<file path="src/rtl/sram_arb_ctrl.sv">
// Single-port SRAM arbiter: host reads (1-cycle, never stalled), posted host writes with forwarding, engine bursts.
// Engine is backpressured through combinational eng_gnt; host writes are dropped (err_ovf) only when the buffer is full.
module sram_arb_ctrl #(
    parameter int AW        = 13,
    parameter int DW        = 32,
    parameter int DEPTH     = 4,
    parameter int MAX_BURST = 16
) (
    input  logic                   clk,
    input  logic                   rst,
    input  logic                   host_wr_en,
    input  logic [AW-1:0]          host_wr_addr,
    input  logic [DW-1:0]          host_wr_data,
    input  logic                   host_rd_en,
    input  logic [AW-1:0]          host_rd_addr,
    output logic [DW-1:0]          host_rd_data,
    input  logic                   eng_req,
    input  logic                   eng_we,
    input  logic [AW-1:0]          eng_addr,
    input  logic [DW-1:0]          eng_wdata,
    input  logic                   eng_last,
    output logic                   eng_gnt,
    output logic                   eng_rvalid,
    output logic [DW-1:0]          eng_rdata,
    output logic                   mem_en,
    output logic                   mem_we,
    output logic [AW-1:0]          mem_addr,
    output logic [DW-1:0]          mem_wdata,
    input  logic [DW-1:0]          mem_rdata,
    output logic [$clog2(DEPTH):0] wbuf_count,
    output logic                   err_ovf
);
    localparam int PW = $clog2(DEPTH);
    localparam int CW = PW + 1;
    localparam int BW = $clog2(MAX_BURST + 1);

    typedef enum logic [1:0] {IDLE, BURST, YIELD} state_t;

    state_t          state;
    logic            rr_eng;
    logic [BW-1:0]   beat_cnt;

    logic [AW-1:0]   wb_addr [DEPTH];
    logic [DW-1:0]   wb_data [DEPTH];
    logic [PW-1:0]   head;
    logic [PW-1:0]   tail;
    logic [CW-1:0]   count;
    logic [CW-1:0]   count_nxt;

    logic            fwd_hit;
    logic [DW-1:0]   fwd_data;
    logic            rd_fwd_q;
    logic [DW-1:0]   fwd_q;
    logic            live_q;

    logic            host_slot;
    logic            drain_pend;
    logic            urgent;
    logic            lvl3;
    logic            pick_eng;
    logic            pick_drn;
    logic            do_host;
    logic            do_drain;
    logic            do_push;

    // Walk oldest to newest so the newest matching entry wins.
    always_comb begin
        fwd_hit  = 1'b0;
        fwd_data = '0;
        for (int k = 0; k < DEPTH; k++) begin
            if (CW'(k) < count && wb_addr[head + PW'(k)] == host_rd_addr) begin
                fwd_hit  = 1'b1;
                fwd_data = wb_data[head + PW'(k)];
            end
        end
    end

    assign host_slot  = host_rd_en && !fwd_hit;
    assign drain_pend = (count != '0);
    assign urgent     = (count >= CW'(DEPTH - 1));

    always_comb begin
        pick_eng = 1'b0;
        pick_drn = 1'b0;
        case (state)
            IDLE: begin
                if (eng_req && drain_pend) begin
                    pick_eng = rr_eng;
                    pick_drn = !rr_eng;
                end else begin
                    pick_eng = eng_req;
                    pick_drn = drain_pend;
                end
            end
            BURST: begin
                pick_eng = eng_req;
                pick_drn = !eng_req && drain_pend;
            end
            YIELD: pick_drn = drain_pend;
            default: ;
        endcase
    end

    assign do_host  = !rst && host_slot;
    assign lvl3     = !rst && !host_slot && !urgent;
    assign eng_gnt  = lvl3 && pick_eng;
    assign do_drain = (!rst && !host_slot && urgent) || (lvl3 && pick_drn);
    assign do_push  = !rst && host_wr_en && (count != CW'(DEPTH));

    always_comb begin
        count_nxt = count;
        if (do_push && !do_drain)
            count_nxt = count + CW'(1);
        else if (!do_push && do_drain)
            count_nxt = count - CW'(1);
    end

    always_comb begin
        mem_en    = do_host || do_drain || eng_gnt;
        mem_we    = do_drain || (eng_gnt && eng_we);
        mem_addr  = '0;
        mem_wdata = '0;
        if (do_host) begin
            mem_addr = host_rd_addr;
        end else if (do_drain) begin
            mem_addr  = wb_addr[head];
            mem_wdata = wb_data[head];
        end else if (eng_gnt) begin
            mem_addr  = eng_addr;
            mem_wdata = eng_we ? eng_wdata : '0;
        end
    end

    // Buffer storage needs no reset; occupancy is tracked by count.
    always_ff @(posedge clk) begin
        if (do_push) begin
            wb_addr[tail] <= host_wr_addr;
            wb_data[tail] <= host_wr_data;
        end
    end

    always_ff @(posedge clk) begin
        if (rst) begin
            head       <= '0;
            tail       <= '0;
            count      <= '0;
            err_ovf    <= 1'b0;
            state      <= IDLE;
            rr_eng     <= 1'b1;
            beat_cnt   <= '0;
            eng_rvalid <= 1'b0;
            rd_fwd_q   <= 1'b0;
            fwd_q      <= '0;
            live_q     <= 1'b0;
        end else begin
            live_q <= 1'b1;
            if (do_push)
                tail <= tail + PW'(1);
            if (do_drain)
                head <= head + PW'(1);
            count <= count_nxt;
            if (host_wr_en && count == CW'(DEPTH))
                err_ovf <= 1'b1;

            eng_rvalid <= eng_gnt && !eng_we;
            rd_fwd_q   <= host_rd_en && fwd_hit;
            if (host_rd_en && fwd_hit)
                fwd_q <= fwd_data;

            if (eng_gnt)
                rr_eng <= 1'b0;
            else if (lvl3 && pick_drn)
                rr_eng <= 1'b1;

            case (state)
                IDLE: begin
                    if (eng_gnt && !eng_last) begin
                        state    <= BURST;
                        beat_cnt <= BW'(1);
                    end
                end
                BURST: begin
                    if (eng_gnt) begin
                        beat_cnt <= beat_cnt + BW'(1);
                        if (eng_last || beat_cnt == BW'(MAX_BURST - 1))
                            state <= (count_nxt != '0) ? YIELD : IDLE;
                    end
                end
                YIELD: begin
                    // Held while host reads take the slot, so the drain is not lost.
                    if (do_drain || count == '0)
                        state <= IDLE;
                end
                default: state <= IDLE;
            endcase
        end
    end

    assign wbuf_count   = count;
    assign eng_rdata    = eng_rvalid ? mem_rdata : '0;
    assign host_rd_data = !live_q ? '0 : (rd_fwd_q ? fwd_q : mem_rdata);

endmodule

</file>
<file path="config.mk">
export PLATFORM = sky130hd
export DESIGN_NAME = sram_arb_ctrl
export DESIGN_NICKNAME = d
export VERILOG_FILES = /design/src/rtl/sram_arb_ctrl.sv
export SDC_FILE = /design/constraint.sdc
export NUM_CORES = 1
export LEC_CHECK = 0
export BUFFER_PORTS_ARGS = -buffer_cell sky130_fd_sc_hd__buf_2
export CAP_MARGIN = 10
export CORE_MARGIN = 5
export CORE_UTILIZATION = 28
export DETAILED_ROUTE_END_ITERATION = 12
export GPL_TIMING_DRIVEN = 0
export MAX_ROUTING_LAYER = met4
export PLACE_DENSITY_LB_ADDON = 0.15
export SLEW_MARGIN = 25
export SYNTH_ARGS = -nofsm -noshare
export SYNTH_HDL_FRONTEND = slang
export SYNTH_SLANG_ARGS = --single-unit
</file>
<file path="constraint.sdc">
create_clock -name clk -period 10.2 [get_ports clk]
set_clock_uncertainty 0.15 [all_clocks]
set_input_delay 1.02 -clock clk [delete_from_list [all_inputs] [get_ports clk]]
set_output_delay 1.02 -clock clk [all_outputs]
set_load 0.005 [all_outputs]
</file>
======== Word-level counts from Yosys, hierarchy flattened ========
Memories as Yosys holds them, arrays and structs flattened. A register that Yosys moved wholly into a read port is not among the register bits.
Cells that the tools add are included.
storage, ports and cells
  output and inout bits ................... 117
  bits in registers ....................... 51
  memories ................................ 2
  input port bits ......................... 142
  memory bits (writable) .................. 180
  word-level logic and storage cells ...... 126
cells by class
  order comparisons ....................... 5
  mux-type cells .......................... 42
  reduce and logical (&&, ||, !) cells .... 46
  equality and inequality tests ........... 13
  add/subtract/negate cells ............... 7
memory list
  memory   depth  width  rd ports  clocked after Yosys merged registers in  write ports  line  text
  wb_data  4      32     4         1                                        1            44    logic [DW-1:0] wb_data [DEPTH];
  wb_addr  4      13     4         1                                        1            43    logic [AW-1:0] wb_addr [DEPTH];
operators with widths
  operator                                                                     number
  32-bit two-way mux                                                           11
  13-bit == test                                                               4
  13-bit two-way mux                                                           3
  1-bit logical AND                                                            22
  2-bit two-way mux                                                            9
  1-bit two-way mux                                                            11
  1-bit zero test                                                              10
  5-bit two-way mux                                                            2
  5-bit case mux with 2 select lines                                           1
  2-bit inequality test, second input constant                                 4
  1-bit logical OR                                                             6
  1-bit by 3-bit less-than comparator with 1-bit output, first input constant  2
  2-bit by 3-bit less-than comparator with 1-bit output, first input constant  2
  3-bit two-way mux                                                            2
  2-bit case mux with 3 select lines                                           1
  3-bit nonzero test                                                           2
  5-bit by 1-bit adder with 5-bit output, second input constant                1
  5-bit by 4-bit == test with 1-bit output, second input constant              1
  2-bit by 1-bit adder with 2-bit output, second input constant                2
  2-bit adder, second input constant                                           2
  4-bit AND reduction                                                          1
  2-bit nonzero test                                                           2
  3-bit by 1-bit adder with 3-bit output, second input constant                1
  3-bit == test, second input constant                                         1
  10 further kinds                                                             10

======== Logic depth before layout (Yosys ltp) ========
An unclocked memory read counts as a cell.
  depth after elaboration ................. 22
  depth in mapped cells ................... 16
  gate-level depth less buffers ........... 13

======== Worst setup path after synthesis ========
Ideal clock, no wire load.
  path kind ............................... input port to output port
  start ................................... input host_rd_addr[8]
  end ..................................... output mem_wdata[10]
  data arrival time ....................... 3.506 ns
  path buffers ............................ 3
  stages .................................. 11
  required time ........................... 9.030 ns
  slack ................................... 5.524 ns
  cells stage by stage .................... clkbuf_1 inv_1 a222oi_1 or4b_1 a222oi_1 a21o_1 o31ai_2 buf_4 buf_4 mux2i_1 nor2_1
on the way
  longest elaborated chain between the ends .. 15
  elaborated cells between the ends (all ways) .. 25
  classes of those cells .................. 4 x eq/ne; 7 x mux; 14 x reduce/logical
ends and longest elaborated chain
  item                                                           line      text
  start, declared                                                15        input logic [AW-1:0] host_rd_addr,
  13-bit == test                                                 71        if (CW'(k) < count && wb_addr[head + PW'(k)] == host_rd_addr) begin
  1-bit logical AND                                              71
  1-bit two-way mux (3 in a row)                                 71
  1-bit two-way mux (*)                                          71
  1-bit zero test (*)                                            78        assign host_slot = host_rd_en && !fwd_hit;
  1-bit logical AND (*)                                          78
  1-bit zero test                                                105, 107
  1-bit logical AND                                              105, 107
  1-bit logical AND                                              105       assign lvl3 = !rst && !host_slot && !urgent;
  1-bit logical AND (on tied branches)                           106, 107
  32-bit two-way mux / 1-bit logical OR (equally long branches)  128, 107
  32-bit two-way mux                                             125       end else if (do_drain) begin
  32-bit two-way mux (*)                                         123       if (do_host) begin
  end, declared                                                  28        output logic [DW-1:0] mem_wdata,
Every way passes the cells marked *; elsewhere a longest branch is shown, timed or not.

======== Final worst setup path ========
  start ................................... register head[1]
  end ..................................... output mem_addr[10]
on the way
  longest elaborated chain between the ends .. 16
  elaborated cells between the ends (all ways) .. 26
  classes of those cells .................. 3 x add/sub; 3 x eq/ne; 6 x mux; 13 x reduce/logical; 1 x memory
ends and longest elaborated chain
  item                                                           line      text
  start, declared                                                45        logic [PW-1:0] head;
  start signal, assigned                                         160       head <= head + PW'(1);
  2-bit by 1-bit adder with 2-bit output                         71
  memory read 4 x 13 bit (*)                                     n/a
  13-bit == test                                                 71
  1-bit logical AND                                              71
  1-bit two-way mux (2 in a row)                                 71
  1-bit two-way mux (*)                                          71
  1-bit zero test (*)                                            78
  1-bit logical AND (*)                                          78
  1-bit zero test                                                105, 107
  1-bit logical AND                                              105, 107
  1-bit logical AND                                              105
  1-bit logical AND (on tied branches)                           106, 107
  13-bit two-way mux / 1-bit logical OR (equally long branches)  128, 107
  13-bit two-way mux                                             125
  13-bit two-way mux (*)                                         123
  end, declared                                                  27        output logic [AW-1:0] mem_addr,
Marked as above.

==> impl_metrics.tcl <==
set metrics [dict create \
    p_leak_uw 0.00643 \
    yosysSeqAreaShare 0.429 \
    grt_pass1_wl_mm 81.7 \
    synthCells 1323 \
    wl_per_cell_um 23.9 \
    core-area_sq_um 53600 \
    detail-route-antenna-nets 0 \
    syn-num-nets 1476 \
    path_max_fanout 10 \
    run_status "finished, final reports clean" \
    end_kind "primary output" \
    hold_class "register to register" \
    pre_cts_slack_ps 4500 \
    initial_detailed_routing_violation_count 1035 \
    io-pin-count 259 \
    wirelength_mm 55.5 \
    netlist.area_leader.share 0.358 \
    synth_cell_type_count 68 \
    ys.flop_type "edfxtp_1" \
    cts-resized-gates 0 \
    final_max_slew_viol_count 0 \
    post_synth_instance_area_sq_um 15100 \
    detail_route.drc_violations 0 \
    drt_pass1_iterations 5 \
    hold_violations 0 \
    cts.htree.levels 1 \
    final_core_utilization 0.339 \
    area_of_combinational_cells_with_multiple_inputs_sq_um 8070 \
    critPathKind "register to primary output" \
    cts_inserted_buffers 27 \
    final_common_cell "buf_2" \
    regArea_sq_um 6470 \
    worst_slew_pin_slew_ps 957 \
    fmax_mhz 162 \
    port-buffer-count 245 \
    fp-row-count 85 \
    worst_ep_arrival_time_ps 5010 \
    post_drt_via_cell_ratio 5.32 \
    synth_area_leaders "edfxtp_1, mux4_2, mux2i_1" \
    syn-mean-instance-area_sq_um 11.4 \
    grt_overflow_total 0 \
    synth-edff-count 180 \
    dr_total_vias 12369 \
    cts-hold-fix-buffers 0 \
    cts.root.buffer_cell "clkbuf_16" \
    via_count_of_the_first_global_routing_pass 12397 \
    grt_setup_unrepaired "false" \
    postCtsSetupRepairBufs 0 \
    grt_antenna_before_repair 9 \
    die_outline_height_um 242 \
    asyncSetResetFlopFracSynth 0 \
    setup_viol 0 \
    layout_worst_path_cycle_share 0.606 \
    synth.yosys.warnings 0 \
    hpwlAfterDp_mm 41.3 \
    max-cap-violations 0 \
    peakVddDrop_uv 108 \
    tritoncts "done" \
    worst-endpoint-required_ps 9030 \
    power-per-cell-area_nw_per_um2 140 \
    nNetsFinal 1755 \
    clkTransAtPathRegs_ps 60 \
    setup_tns_final_ps 0 \
    clock_path_buffers 3 \
    routabilityCongestion 0.888 \
    fillers 5433 \
    globalRouteTotalUtil 0.185 \
    maxSlewHeadroom 0.356 \
    drive_above_1_share 0.293 \
    start_util 0.282 \
    fin_ws_ps 4020 \
    startpoint_type "register" \
    ys_ff_latch 233 \
    die_x_um 242 \
    insertion_delay_ps 560 \
    period_needed_ps 6180 \
    total_power_uw 2550 \
    mostFrequentLayoutCells "buf_2, edfxtp_1, mux2i_1" \
    synth.largest_area_cell "edfxtp_1" \
    layout-area-overhead-vs-synth_pct 20.5 \
    pin_count_of_the_biggest_net_entering_global_routing 35 \
    design.die.area_sq_um 58600 \
    clkSinkCount 233 \
]
==> flip-flops by register name, indices dropped and copies added, names as in the netlist, named ones only <==
name / count
tail: 2
state: 2
rd_fwd_q: 1
live_q: 1
rr_eng: 1
eng_rvalid: 1
wbuf_count: 3
head: 2
err_ovf: 1
wb_addr: 52
fwd_q: 32
wb_data: 128
beat_cnt: 5
==> worst paths after layout <==
check	startpoint	end	slack [ps]	depth (start not counted)
max	head[1]$_SDFFE_PP0N_	mem_addr[10]	4020	13
min	beat_cnt[4]$_SDFFE_PP0P_	beat_cnt[4]$_SDFFE_PP0P_	310	2
max reg2reg	register	fwd_q[27]$_SDFFE_PP0P_	5320	13
min reg2reg	beat_cnt[4]$_SDFFE_PP0P_	beat_cnt[4]$_SDFFE_PP0P_	310	2
==> cell families (layout without fill, tap and decap cells) <==
group,count (synthesis),after routing,share of synthesized area
buffers and inverters,137,436,0.0389
adders and majority gates,11,11,0.00912
DFF,233,233,0.429
muxes,261,261,0.259
AOI/OAI and AO/OA,299,299,0.126
and+or+nand+nor,326,326,0.105
other,0,7,0
xor gates and xnor gates,56,56,0.0325
==> stage by stage <==
step	hold WS, ps	cell area (sq um)	instances
2_1_floorplan	282	15100	1323
3_3_place_gp	292	17200	2264
3_5_place_dp	311	17300	2269
4_1_cts	319	18200	2318
5_1_grt	353	18200	2325
6_report	313	18200	2325
==> final cells by class <==
class,count,area share
clock buffers,32,0.0382
diodes,7,0.000964
inverters,15,0.00317
well taps,696,0.0479
plain buffers,122,0.0293
multi-input cells,953,0.444
repair buffers,250,0.0733
flip-flops and latches,233,0.356
clock inverters,17,0.00764
==> layer usage <==
layer / global-route usage / part of all wire
met4: 0.0462 / 0.022
met3: 0.0511 / 0.085
met5: - / 0
met2: 0.277 / 0.44
met1: 0.251 / 0.45
==> critical path: stages (launching register included) <==
cell	delay, ps
dfxtp_1	300
buf_2	290
buf_2	370
buf_2	370
mux4_2	360
xor2_1	340
nand4b_1	160
nor2_1	90
a311oi_1	590
nand2_2	220
nor2_1	500
clkbuf_1	490
a221o_1	240
buf_2	110
==> power by group <==
group / switching, uW / total (uW) / internal (uW) / leakage [uW]
sequential: 22.8 / 1080 / 1060 / 0.00206
clock: 397 / 932 / 534 / 0.000409
combinational: 305 / 542 / 237 / 0.00396
total: 725 / 2550 / 1830 / 0.00643
==> Yosys cell counts (3+ instances only) <==
cell and number:
edfxtp_1 180, mux2i_1 126, nor2_1 121, a21oi_1 106
mux4_2 99, clkbuf_1 73, o21ai_0 69, nand2_1 59
dfxtp_1 53, xnor2_1 44, nor2b_1 43, a22oi_1 35
and2_1 35, mux2_2 34, a211oi_1 32, buf_2 21
buf_1 18, and3_1 17, a221o_1 14, inv_1 13
nand4_1 13, xor2_1 12, ha_1 11, nand3_1 10
buf_4 8, nor3_1 6, o2111ai_1 5, o211ai_1 5
nand2b_1 4, or3_1 4, a31oi_1 3, nand4b_1 3
nor4_1 3, o31ai_1 3
Power figures use the tool's default switching activity.
